### src/rtl/mux6_arb_if.sv
// Channel bundle between six requesters and the round-robin arbiter.
// With MUX6_ARB_LOCK_EN defined, the bundle also carries the lock input.
interface mux6_arb_if;
   logic [5:0] req;
   logic [5:0] a;
   logic [2:0] sel;
   logic [5:0] grant;
   logic       valid;
   logic       out;
`ifdef MUX6_ARB_LOCK_EN
   logic       lock;
`endif

   // The requester side drives req/a and observes the grant.
   modport master (
      output req, a,
`ifdef MUX6_ARB_LOCK_EN
      output lock,
`endif
      input  sel, grant, valid, out
   );

   // The arbiter side observes the requests and drives the grant.
   modport slave (
      input  req, a,
`ifdef MUX6_ARB_LOCK_EN
      input  lock,
`endif
      output sel, grant, valid, out
   );
endinterface

### src/rtl/mux6_rr_arbiter.sv
// Round-robin arbiter sequencing a 6:1 single-bit channel with bounded time slots.
// Optional MUX6_ARB_LOCK_EN: the owner may hold the channel past its slot while lock=1.
module mux6_rr_arbiter #(
   parameter int unsigned SLOT_LEN = 4
) (
   input  logic       clk,
   input  logic       rst,
   mux6_arb_if.slave  bus
);

   typedef enum logic {IDLE, GRANT} state_e;

   localparam logic [2:0] CNT_MAX = 3'(SLOT_LEN - 1);

   function automatic logic [2:0] inc6(input logic [2:0] i);
      return (i >= 3'd5) ? 3'd0 : i + 3'd1;
   endfunction

   // First requesting index found scanning start, start+1, ... with 5 wrapping to 0.
   function automatic logic [2:0] winner(input logic [5:0] r, input logic [2:0] start);
      logic [2:0] idx;
      logic [2:0] w;
      logic       found;
      idx   = start;
      w     = start;
      found = 1'b0;
      for (int k = 0; k < 6; k++) begin
         if (!found && r[idx]) begin
            w     = idx;
            found = 1'b1;
         end
         idx = inc6(idx);
      end
      return w;
   endfunction

   state_e     state_q, state_d;
   logic [2:0] sel_q, sel_d;
   logic [5:0] grant_q, grant_d;
   logic       valid_q, valid_d;
   logic [2:0] cnt_q, cnt_d;
   logic [2:0] ptr_q, ptr_d;

   logic [2:0] win_idle;
   logic [2:0] win_next;
   logic       timeout;
   logic       release_slot;
   logic       mux_bit;

   assign win_idle = winner(bus.req, ptr_q);
   assign win_next = winner(bus.req, inc6(sel_q));

`ifdef MUX6_ARB_LOCK_EN
   assign timeout = (cnt_q == CNT_MAX) && !bus.lock;
`else
   assign timeout = (cnt_q == CNT_MAX);
`endif

   assign release_slot = !bus.req[sel_q] || timeout;

   // NOTE: state registers use non-blocking assignments so every flop samples pre-edge values.
   always_ff @(posedge clk) begin
      if (rst) begin
         state_q <= IDLE;
         sel_q   <= 3'd0;
         grant_q <= 6'd0;
         valid_q <= 1'b0;
         cnt_q   <= 3'd0;
         ptr_q   <= 3'd0;
      end else begin
         state_q <= state_d;
         sel_q   <= sel_d;
         grant_q <= grant_d;
         valid_q <= valid_d;
         cnt_q   <= cnt_d;
         ptr_q   <= ptr_d;
      end
   end

   // NOTE: every next-state signal gets a default first, so no path can infer a latch.
   always_comb begin
      state_d = state_q;
      sel_d   = sel_q;
      grant_d = grant_q;
      valid_d = valid_q;
      cnt_d   = cnt_q;
      ptr_d   = ptr_q;
      unique case (state_q)
         IDLE: begin
            if (|bus.req) begin
               state_d = GRANT;
               sel_d   = win_idle;
               grant_d = 6'b000001 << win_idle;
               valid_d = 1'b1;
               cnt_d   = 3'd0;
            end
         end
         GRANT: begin
            if (!release_slot) begin
               // Saturate so a locked owner releases on the first unlocked cycle.
               cnt_d = (cnt_q == CNT_MAX) ? cnt_q : cnt_q + 3'd1;
            end else if (|bus.req) begin
               sel_d   = win_next;
               grant_d = 6'b000001 << win_next;
               cnt_d   = 3'd0;
               ptr_d   = inc6(win_next);
            end else begin
               state_d = IDLE;
               grant_d = 6'd0;
               valid_d = 1'b0;
               ptr_d   = inc6(sel_q);
            end
         end
         default: state_d = IDLE;
      endcase
   end

   // Indices 6 and 7 are unreachable but still decode to 0.
   always_comb begin
      mux_bit = 1'b0;
      case (sel_q)
         3'd0:    mux_bit = bus.a[0];
         3'd1:    mux_bit = bus.a[1];
         3'd2:    mux_bit = bus.a[2];
         3'd3:    mux_bit = bus.a[3];
         3'd4:    mux_bit = bus.a[4];
         3'd5:    mux_bit = bus.a[5];
         default: mux_bit = 1'b0;
      endcase
   end

   assign bus.sel   = sel_q;
   assign bus.grant = grant_q;
   assign bus.valid = valid_q;
   assign bus.out   = valid_q & mux_bit;

endmodule

### src/flat_wrapper.sv
// flat-port wrapper written by rule: the top's interface ports become plain ports
module mux6_rr_arbiter_flat 
#(
   parameter int unsigned SLOT_LEN = 4
)
  (clk, rst, bus_req, bus_a, bus_sel, bus_grant, bus_valid, bus_out);
  mux6_arb_if bus_i ();
  input  logic clk;
  input  logic rst;
  input wire logic [$bits(bus_i.req)-1:0] bus_req;
  input wire logic [$bits(bus_i.a)-1:0] bus_a;
  output wire logic [$bits(bus_i.sel)-1:0] bus_sel;
  output wire logic [$bits(bus_i.grant)-1:0] bus_grant;
  output wire logic [$bits(bus_i.valid)-1:0] bus_valid;
  output wire logic [$bits(bus_i.out)-1:0] bus_out;
  assign bus_i.req = bus_req;
  assign bus_i.a = bus_a;
  assign bus_sel = bus_i.sel;
  assign bus_grant = bus_i.grant;
  assign bus_valid = bus_i.valid;
  assign bus_out = bus_i.out;
  mux6_rr_arbiter #(.SLOT_LEN(SLOT_LEN)) u_core (.clk(clk), .rst(rst), .bus(bus_i));
endmodule
### config.mk
export PLATFORM = sky130hd
export DESIGN_NAME = mux6_rr_arbiter_flat
export DESIGN_NICKNAME = d
export VERILOG_FILES = /design/src/rtl/mux6_arb_if.sv /design/src/rtl/mux6_rr_arbiter.sv /design/src/flat_wrapper.sv
export SDC_FILE = /design/constraint.sdc
export NUM_CORES = 1
export LEC_CHECK = 0
export ABC_AREA = 1
export CAP_MARGIN = 20
export CORE_MARGIN = 5
export CORE_UTILIZATION = 26
export DETAILED_ROUTE_END_ITERATION = 8
export SYNTH_ARGS = -nofsm -noshare
export SYNTH_HDL_FRONTEND = slang
export SYNTH_SLANG_ARGS = --single-unit
### constraint.sdc
create_clock -name clk -period 5.6 [get_ports clk]
set_input_delay 1.12 -clock clk [delete_from_list [all_inputs] [get_ports clk]]
set_output_delay 1.12 -clock clk [all_outputs]
set_load 0.05 [all_outputs]
==> flow_summary.toml <==
[run_status]
outcome = "finished, final reports clean"

[place]
global_placement_routability_congestion = 0.857
count_of_port_buffers_added_during_placement = 24
hpwlAfterDp_mm = 7.32

[synthesis]
synthTopCellsByArea = "nand2_1, dfxtp_1, ha_1"
ys_seq_elements = 17
leading_register_cell_type_out_of_synthesis = "dfxtp_1"
library_cell_with_the_highest_instance_count_after_synthesis = "nand2_1"
synth-edff-count = 0
synth.yosys.seq_area_share = 0.0977
ys_async_sr_fraction = 0
post_synth_instance_area_um2 = 3480
yosysUniqueCellTypes = 45
top_post_synthesis_cells_by_count = "nand2_1, inv_1, nand3_1, o21ai_0"
synthCells = 554
synth_fp_nets = 594
yosys.area.top_type_share = 0.155
syn_avg_cell_area_um2 = 6.29
yosys_warns = 0
synth_area_leader_cell = "nand2_1"

[setup_path]
max_stage_delay_ns = 0.51
cpLargestDelayFamily = "adder cells"
crit-reg2reg-capture = "u_core.ptr_q[2]"
path_buf_inv = 5
r2r_setup_slack_ns = 0.55
launching_point_of_the_worst_reg2reg_path = "u_core.bus.sel[0]"
worst_ep_required_time_ns = 5.79
r2r_cells = 29
critPathMaxFanout = 13
crit_path_end_kind = "register"
worstPathArrival_ns = 5.24
worst_setup_path_start_kind = "register"
slowest_stage = "dfxtp_1"
worst_path_most_repeated_cell = "ha_1"
timing.setup.critical_path_class = "register to register"

[clock_tree]
cts-buffers-inserted = 3
worstSkewPairLatency_ns = 0.25
cts_htree_levels = 1
buffer_type_at_the_clock_tree_root = "clkbuf_16"
holdBufCountCts = 0
cts_repair_resize_count = 0
tritoncts = "built"
cts.sinks = 17
post_cts.repair.setup_buffers = 0
clockBufferDepth = 2
cts.reportedPaths.clkPinSlew_ns = 0.05

[timing]
max-slew-margin-rel = 0.631
worstMarginPinSlew_ns = 0.552
final_slew_viol_count = 0
fin_crit_sh = 0.902
setup_viol_count_final = 0
setup_repair_after_global_routing_missed_its_margin = "false"
layout_min_cycle_time_ns = 5.05
timing_hold_violations_final = 0
maxClockFrequency_mhz = 198
clock_skew_ns = 0.00288
fin_tns_setup_ns = 0

[route]
route.top_layer_used = "met4"
via_per_inst = 4.71
drt-wirelength-per-cell_um = 12.2
detailedRoute.firstPassIterationCount = 5
initialDrtViolationCount = 168
route.met3.wl_um = 263
post-route-drc-count = 0
met2_wirelength_mm = 4.24
via_count = 3534
routedLengthMet1_mm = 4.43
routed_wl_mm = 9.15
final_antenna_net_count = 0

[global_routing]
grt_pass1_wl_mm = 15.7
maximum_number_of_pins_on_one_net_before_global_route_repair = 15
via_count_of_the_first_global_routing_pass = 3331
global_route.overflow_total = 0
grt_antenna_before_repair = 0
grtUsageTotal = 0.115

[floorplan]
die_x_um = 126
floorplan.die_area_um2 = 15800
std_cell_rows = 42
core_um2 = 13200
die_height_um = 126
initial_core_utilization = 0.264
ioPinCount = 25

[layout]
syn_to_final_growth_pct = 14.4
drive_gt1_frac = 0.207
fillers = 1437
num_antenna_cells = 0
seqCellArea_um2 = 340
multi_input_area_um2 = 2760
nets = 616

[worst_hold_path]
timing.hold.worst_path_depth = 1
hp-class = "register to register"
whs_endpoint = "u_core.cnt_q[0]"
holdCritStartpoint = "u_core.cnt_q[0]"

[flow_run]
count_of_maximum_capacitance_violations = 0
## how the worst max path moves through the flow
stage	from	to	slack [ns]	cells after the start
final	u_core.bus.sel[0]	u_core.ptr_q[2]	0.55	29
after CTS	u_core.bus.sel[0]	u_core.ptr_q[2]	0.53	29
after global placement	u_core.bus.sel[0]	u_core.ptr_q[2]	0.71	29
after floorplan	u_core.bus.sel[0]	u_core.ptr_q[2]	0.49	30
after detailed placement	u_core.bus.sel[0]	u_core.ptr_q[2]	0.56	29
after global routing	u_core.bus.sel[0]	u_core.ptr_q[2]	0.12	29
## routing by layer
metal / global-route usage / up-vias
met5: 0 / -
met4: 0.0370 / 0
met3: 0.0123 / 15
met2: 0.202 / 66
met1: 0.148 / 1573
li1: - / 1880
## sequential cells by signal, summed over array words and instances, names as in the netlist
signal            cells
u_core.cnt_q          3
u_core.bus.sel        3
u_core.bus.grant      6
u_core.ptr_q          3
u_core.bus.valid      1
u_core.state_q        1
## per-stage QoR
stage	cell area (um2)	hold slack, ns	setup WS (ns)	util	cells
2_1_floorplan	3480	0.429	0.490	-	554
3_3_place_gp	3910	0.446	0.709	0.296	747
3_5_place_dp	3910	0.454	0.555	0.296	747
4_1_cts	3990	0.461	0.533	0.302	751
5_1_grt	3990	0.491	0.123	0.302	751
6_report	3990	0.455	0.547	0.302	751
## cells by family (layout without fill, tap and decap cells)
group	Yosys count	in the layout	synth area share
AO/OA/AOI/OAI	105	105	0.196
XOR/XNOR	3	3	0.00755
adder cells (fa/ha/maj)	26	26	0.0934
buffers and inverters	95	116	0.110
flip-flops	17	17	0.0977
AND/OR/NAND/NOR	308	308	0.495
## final cells by class
class                   count  area share
clock buffers               3      0.0188
clock inverters             1     0.00126
inverters                  85      0.0813
multi-input cells         442       0.692
flip-flops and latches     17      0.0854
well taps                 176      0.0553
repair buffers             27      0.0659
## placed cells by master, fill, tap and decap left out, drive strengths merged, types with 2 or more instances in the layout
| cell type | instances |
|---|---|
| o2111ai | 2 |
| xnor2 | 2 |
| buf | 3 |
| clkbuf | 3 |
| ha | 26 |
| nand2 | 187 |
| nand3 | 60 |
| a31oi | 3 |
| or2 | 3 |
| nor2 | 41 |
| a21oi | 32 |
| o22ai | 2 |
| nand3b | 4 |
| inv | 83 |
| nand4 | 12 |
| dfxtp | 17 |
| clkdlybuf4s50 | 24 |
| o21ai | 48 |
| o211ai | 14 |
| clkinv | 3 |
Power is left out: the tool's default activity adds up to more than one toggle a clock period on the data nets, which glitch-free logic cannot reach.
